## config.mk

```make
export PLATFORM = sky130hd
export DESIGN_NAME = pong_ball_ctrl
export DESIGN_NICKNAME = d
export VERILOG_FILES = /design/src/rtl/pong_ball_ctrl.sv
export SDC_FILE = /design/constraint.sdc
export NUM_CORES = 1
export LEC_CHECK = 0
export BUFFER_PORTS_ARGS = -buffer_cell sky130_fd_sc_hd__buf_4
export CAP_MARGIN = 30
export CORE_ASPECT_RATIO = 2
export CORE_MARGIN = 5
export CORE_UTILIZATION = 57
export CTS_CLUSTER_SIZE = 24
export DETAILED_ROUTE_END_ITERATION = 16
export PLACE_DENSITY_LB_ADDON = 0.1
export SYNTH_ARGS = -nofsm -noshare
export SYNTH_HDL_FRONTEND = slang
export SYNTH_SLANG_ARGS = --single-unit
```

## constraint.sdc

```tcl
create_clock -name clk -period 5.9 [get_ports clk]
set_input_delay 0.885 -clock clk [delete_from_list [all_inputs] [get_ports clk]]
set_output_delay 0.885 -clock clk [all_outputs]
set_load 0.01 [all_outputs]
```

## src/rtl/pong_ball_ctrl.sv

```systemverilog
// rtl/pong_ball_ctrl.sv - Pong ball motion engine: serve countdown, wall/paddle bounces, misses, score pulses.
// Optional PONG_SPEEDUP_EN: horizontal step grows by one per paddle hit up to 2*SPEED.
module pong_ball_ctrl #(
  parameter int H_ACTIVE    = 640,
  parameter int V_ACTIVE    = 480,
  parameter int BALL_SIZE   = 8,
  parameter int PADDLE_W    = 8,
  parameter int PADDLE_H    = 64,
  parameter int PADDLE_L_X  = 16,
  parameter int PADDLE_R_X  = 616,
  parameter int SPEED       = 2,
  parameter int SERVE_TICKS = 100
) (
  input  logic       clk,
  input  logic       rst,
  input  logic       tick,
  input  logic       start,
  input  logic [9:0] paddle_l_y,
  input  logic [9:0] paddle_r_y,
  output logic [9:0] ball_x,
  output logic [9:0] ball_y,
  output logic       score_l_inc,
  output logic       score_r_inc,
  output logic       playing
);

  typedef enum logic [1:0] {IDLE, SERVE, PLAY} state_t;

  localparam int CW = $clog2(SERVE_TICKS + 1);
  localparam logic [9:0]        CX     = 10'((H_ACTIVE - BALL_SIZE) / 2);
  localparam logic [9:0]        CY     = 10'((V_ACTIVE - BALL_SIZE) / 2);
  localparam logic signed [10:0] SP    = 11'(SPEED);
  localparam logic signed [10:0] L_FACE = 11'(PADDLE_L_X + PADDLE_W);
  localparam logic signed [10:0] R_FACE = 11'(PADDLE_R_X - BALL_SIZE);
  localparam logic signed [10:0] X_MAX = 11'(H_ACTIVE - BALL_SIZE);
  localparam logic signed [10:0] Y_MAX = 11'(V_ACTIVE - BALL_SIZE);

  state_t        state;
  logic [CW-1:0] cnt;
  logic          dx;  // 1 = moving right
  logic          dy;  // 1 = moving down

`ifdef PONG_SPEEDUP_EN
  localparam logic signed [10:0] SP2 = 11'(2 * SPEED);
  logic signed [10:0] hs;
`else
  logic signed [10:0] hs;
  assign hs = SP;
`endif

  logic signed [10:0] sx, sy, nx, ny;
  logic [10:0]        by_ext, pl_ext, pr_ext;
  logic               ndy, ovl_l, ovl_r, hit_l, hit_r, miss_l, miss_r;

  assign sx     = $signed({1'b0, ball_x});
  assign sy     = $signed({1'b0, ball_y});
  assign by_ext = {1'b0, ball_y};
  assign pl_ext = {1'b0, paddle_l_y};
  assign pr_ext = {1'b0, paddle_r_y};

  always_comb begin
    ny  = sy;
    ndy = dy;
    if (dy && (sy + SP >= Y_MAX)) begin
      ny  = Y_MAX;
      ndy = 1'b0;
    end else if (!dy && (sy < SP)) begin
      ny  = '0;
      ndy = 1'b1;
    end else begin
      ny = dy ? sy + SP : sy - SP;
    end

    ovl_l  = (by_ext + 11'(BALL_SIZE) > pl_ext) && (by_ext < pl_ext + 11'(PADDLE_H));
    ovl_r  = (by_ext + 11'(BALL_SIZE) > pr_ext) && (by_ext < pr_ext + 11'(PADDLE_H));
    hit_l  = !dx && (sx >= L_FACE) && (sx - hs <= L_FACE) && ovl_l;
    hit_r  = dx && (sx <= R_FACE) && (sx + hs >= R_FACE) && ovl_r;
    miss_l = !dx && (sx < hs);
    miss_r = dx && (sx + hs >= X_MAX);

    if (hit_l)      nx = L_FACE;
    else if (hit_r) nx = R_FACE;
    else            nx = dx ? sx + hs : sx - hs;
  end

  always_ff @(posedge clk or negedge rst) begin
    if (!rst) begin
      state       <= IDLE;
      cnt         <= '0;
      ball_x      <= CX;
      ball_y      <= CY;
      dx          <= 1'b1;
      dy          <= 1'b1;
      score_l_inc <= 1'b0;
      score_r_inc <= 1'b0;
      playing     <= 1'b0;
`ifdef PONG_SPEEDUP_EN
      hs          <= SP;
`endif
    end else begin
      score_l_inc <= 1'b0;
      score_r_inc <= 1'b0;
      case (state)
        IDLE: begin
          if (start) begin
            state   <= SERVE;
            cnt     <= CW'(SERVE_TICKS);
            playing <= 1'b1;
          end
        end
        SERVE: begin
          if (tick) begin
            if (cnt == CW'(1)) state <= PLAY;
            cnt <= cnt - CW'(1);
          end
        end
        PLAY: begin
          if (tick) begin
            // a paddle hit wins over a miss; the wall bounce still applies
            if (hit_l || hit_r) begin
              ball_x <= 10'(nx);
              ball_y <= 10'(ny);
              dx     <= hit_l;
              dy     <= ndy;
`ifdef PONG_SPEEDUP_EN
              if (hs < SP2) hs <= hs + 11'sd1;
`endif
            end else if (miss_l || miss_r) begin
              score_r_inc <= miss_l;
              score_l_inc <= miss_r;
              ball_x      <= CX;
              ball_y      <= CY;
              dx          <= miss_l;
              state       <= SERVE;
              cnt         <= CW'(SERVE_TICKS);
`ifdef PONG_SPEEDUP_EN
              hs          <= SP;
`endif
            end else begin
              ball_x <= 10'(nx);
              ball_y <= 10'(ny);
              dy     <= ndy;
            end
          end
        end
        default: state <= IDLE;
      endcase
    end
  end

endmodule

```

==> flow_summary.yaml <==
finish:
  syn2layout_area_growth_pct: 13.5
  layout_common_cells: "buf_4 (47), ha_1 (45), inv_1 (39)"
  multi_input_area_sq_um: 2540
  nets: 555
  drive_above_1_share_pct: 17.9
  fillers: 567
  regArea_sq_um: 866
  antenna_cells: 0
  final_area_sq_um: 4210
  layout_commonest_cell: "buf_4"
synthesis:
  syn_avg_cell_area_sq_um: 8.00
  ys.flop_type: "dfrtp_1"
  seq_area_frac_synth_pct: 23.4
  async_reset_ff_share_pct: 100
  syn_area_sq_um: 3710
  synth_nets: 532
  yosysUniqueCellTypes: 79
  yosys_warnings: 0
  synth_edf_count: 0
  syn_inst: 463
  ys_seq_elements: 34
global_routing:
  antenna_found_initial: 0
  grt_pass1_wl_microns: 17100
  grt_max_degree: 35
  grt.total_usage_pct: 27.1
  grt.overflow.total: 0
  grt_pass1_vias: 3579
worst_setup_path:
  cpPeakStageDelay_ns: 0.67
  path_buf_inv: 0
  worstSetupEndpointType: "register"
  path_class: "reg2reg"
  cp_slowest_cell: "dfstp_2"
  worstRegToRegCells: 11
  arrival_ns: 3.69
  r2r_end: "cnt[2]$_DFFE_PN0P_"
  timing.rr.start: "ball_y[3]$_DFFE_PN1P_"
  critPathLaunchType: "register"
  crit_required_ns: 6.07
  path_cells: "ha_1, nand3_1, xnor2_1, ha_1, nand4_1, nor3_1, a221oi_2, o211ai_1, o22ai_2, o21bai_2, o21a_1"
  crit_fanout: 16
  cp_top_family: "compound AO/OA/AOI/OAI gates"
  cpMostUsedCell: "ha_1"
  worst-r2r-setup-slack_ns: 2.38
min_path:
  hold_depth: 1
  min_from: "playing$_DFFE_PN0P_"
  min_to: "playing$_DFFE_PN0P_"
  min_path_type: "reg2reg"
timing:
  setup_viol: 0
  period_needed_ns: 3.52
  report.final.slew_viol_count: 0
  skew_ns: 0.00822
  tightestPinTransition_ns: 0.816
  rsz0062_at_grt: "false"
  tns_ns: 0
  hold_viol: 0
  max_slew_margin_pct: 45.2
  fmax_ghz: 0.284
  fin_crit_sh_pct: 59.7
pwr:
  power.leakage_nw: 1.89
  ir_drop_mv: 0.222
  powerDensity_nw_per_um2: 245
placed_design:
  placed_area_sq_um: 4010
  io_buffers: 46
  routabilityCongestion: 1.00
  place_hpwl_microns: 8200
floorplan:
  initial_core_util_pct: 58.7
  core_sq_um: 6310
  placementRows: 41
  die_w_microns: 67.0
  boundaryPins: 47
  dieArea_sq_um: 8310
  die_y_microns: 124
clock_tree:
  cts_resized: 0
  postCtsHoldBufs: 0
  numCtsBuffers: 5
  clock-sinks: 34
  clockRootBuffer: "clkbuf_16"
  clkTransAtPathRegs_ns: 0.06
  clkLatencyLatePin_ns: 0.29
  htree_num_levels: 2
  postCtsSetupBuffers: 0
  cts_tree: "built"
  cts.path.max_buffers: 2
drt:
  wl_per_cell_microns: 18.7
  dr.pass1.iters: 5
  drt_iter0_drc: 203
  drc: 0
  num_vias: 3704
  antenna_left: 0
  routed_wl_microns: 10700
  routed_via_density: 6.46
run:
  maxCapViolCount: 0
status:
  outcome: "finished clean"
metal layers:
layer  vias up  wire (microns)  global-route usage (%)
met5         -               0                       0
li1       1771               -                       -
met1      1758            3570                    25.8
met2       124            5940                    51.0
met3        51             441                    3.34
met4         0             741                    19.1
worst max-delay path by stage:
| stage | from | to | slack (ns) | cells after the start |
|---|---|---|---|---|
| floorplan | ball_y[5]$_DFFE_PN1P_ | ball_x[5]$_DFFE_PN1P_ | 2.69 | 12 |
| global placement | ball_y[3]$_DFFE_PN1P_ | ball_x[1]$_DFFE_PN0P_ | 2.54 | 11 |
| detailed placement | ball_y[3]$_DFFE_PN1P_ | cnt[2]$_DFFE_PN0P_ | 2.42 | 11 |
| CTS | ball_y[3]$_DFFE_PN1P_ | cnt[2]$_DFFE_PN0P_ | 2.40 | 11 |
| global route | ball_y[6]$_DFFE_PN1P_ | cnt[6]$_DFFE_PN0P_ | 2.13 | 11 |
| finish | ball_y[3]$_DFFE_PN1P_ | cnt[2]$_DFFE_PN0P_ | 2.38 | 11 |
worst register-to-register path: stages, from the launching register on:
cell,delay (ns)
dfstp_2,0.67
ha_1,0.32
nand3_1,0.13
xnor2_1,0.21
ha_1,0.28
nand4_1,0.15
nor3_1,0.09
a221oi_2,0.27
o211ai_1,0.24
o22ai_2,0.61
o21bai_2,0.23
o21a_1,0.21
final cells by class:
| cell class | count | area share [%] |
|---|---|---|
| multi-input cells | 359 | 60.4 |
| repair buffers | 47 | 8.39 |
| clock buffers | 5 | 2.97 |
| well taps | 86 | 2.56 |
| flip-flops and latches | 34 | 20.6 |
| clock inverters | 3 | 1.64 |
| inverters | 39 | 3.48 |
power by group:
part           switching, mW  total (mW)  leakage (nW)  internal, mW
Clock                  0.101       0.343        0.0940         0.243
Combinational          0.209       0.367          1.42         0.158
Sequential            0.0561       0.322         0.379         0.266
Total                  0.366        1.03          1.89         0.666
per-stage QoR:
stage	util (%)	setup WS, ns	hold WS, ns	cells	power (mW)
after floorplan	-	2.69	0.501	463	0.568
after global placement	63.6	2.54	0.468	565	0.676
after detailed placement	63.6	2.42	0.473	565	0.684
after CTS	66.7	2.40	0.489	573	1.04
after global routing	66.7	2.13	0.511	573	1.10
final	66.7	2.38	0.479	573	1.03
cells by family after synthesis:
kind of cell    after synthesis  synth area share, %
fa+ha+maj                    45                 15.2
buf+inv                      70                 8.07
flops                        34                 23.4
compound gates              132                 25.3
simple gates                161                 22.8
xor+xnor                     15                 3.54
mux                           6                 1.72
flip-flops by register name, summed over array words and instances, names as in the netlist, 2 cells and up:
signal	count
ball_y	10
cnt	7
ball_x	10
state	2
cells in the mapped netlist, drive strengths merged (10+ instances only):
cell	n	area [sq um]
nor3	20	105
dfstp	12	315
and3	11	70.1
o21ai	22	110
buf	14	88.8
a21oi	26	134
clkbuf	17	63.8
inv	39	146
nor2	32	125
nand3	18	90.1
dfrtp	22	551
a31oi	13	81.3
ha	45	563
xnor2	10	87.6
nand2	34	128
Power figures use the tool's default switching activity.
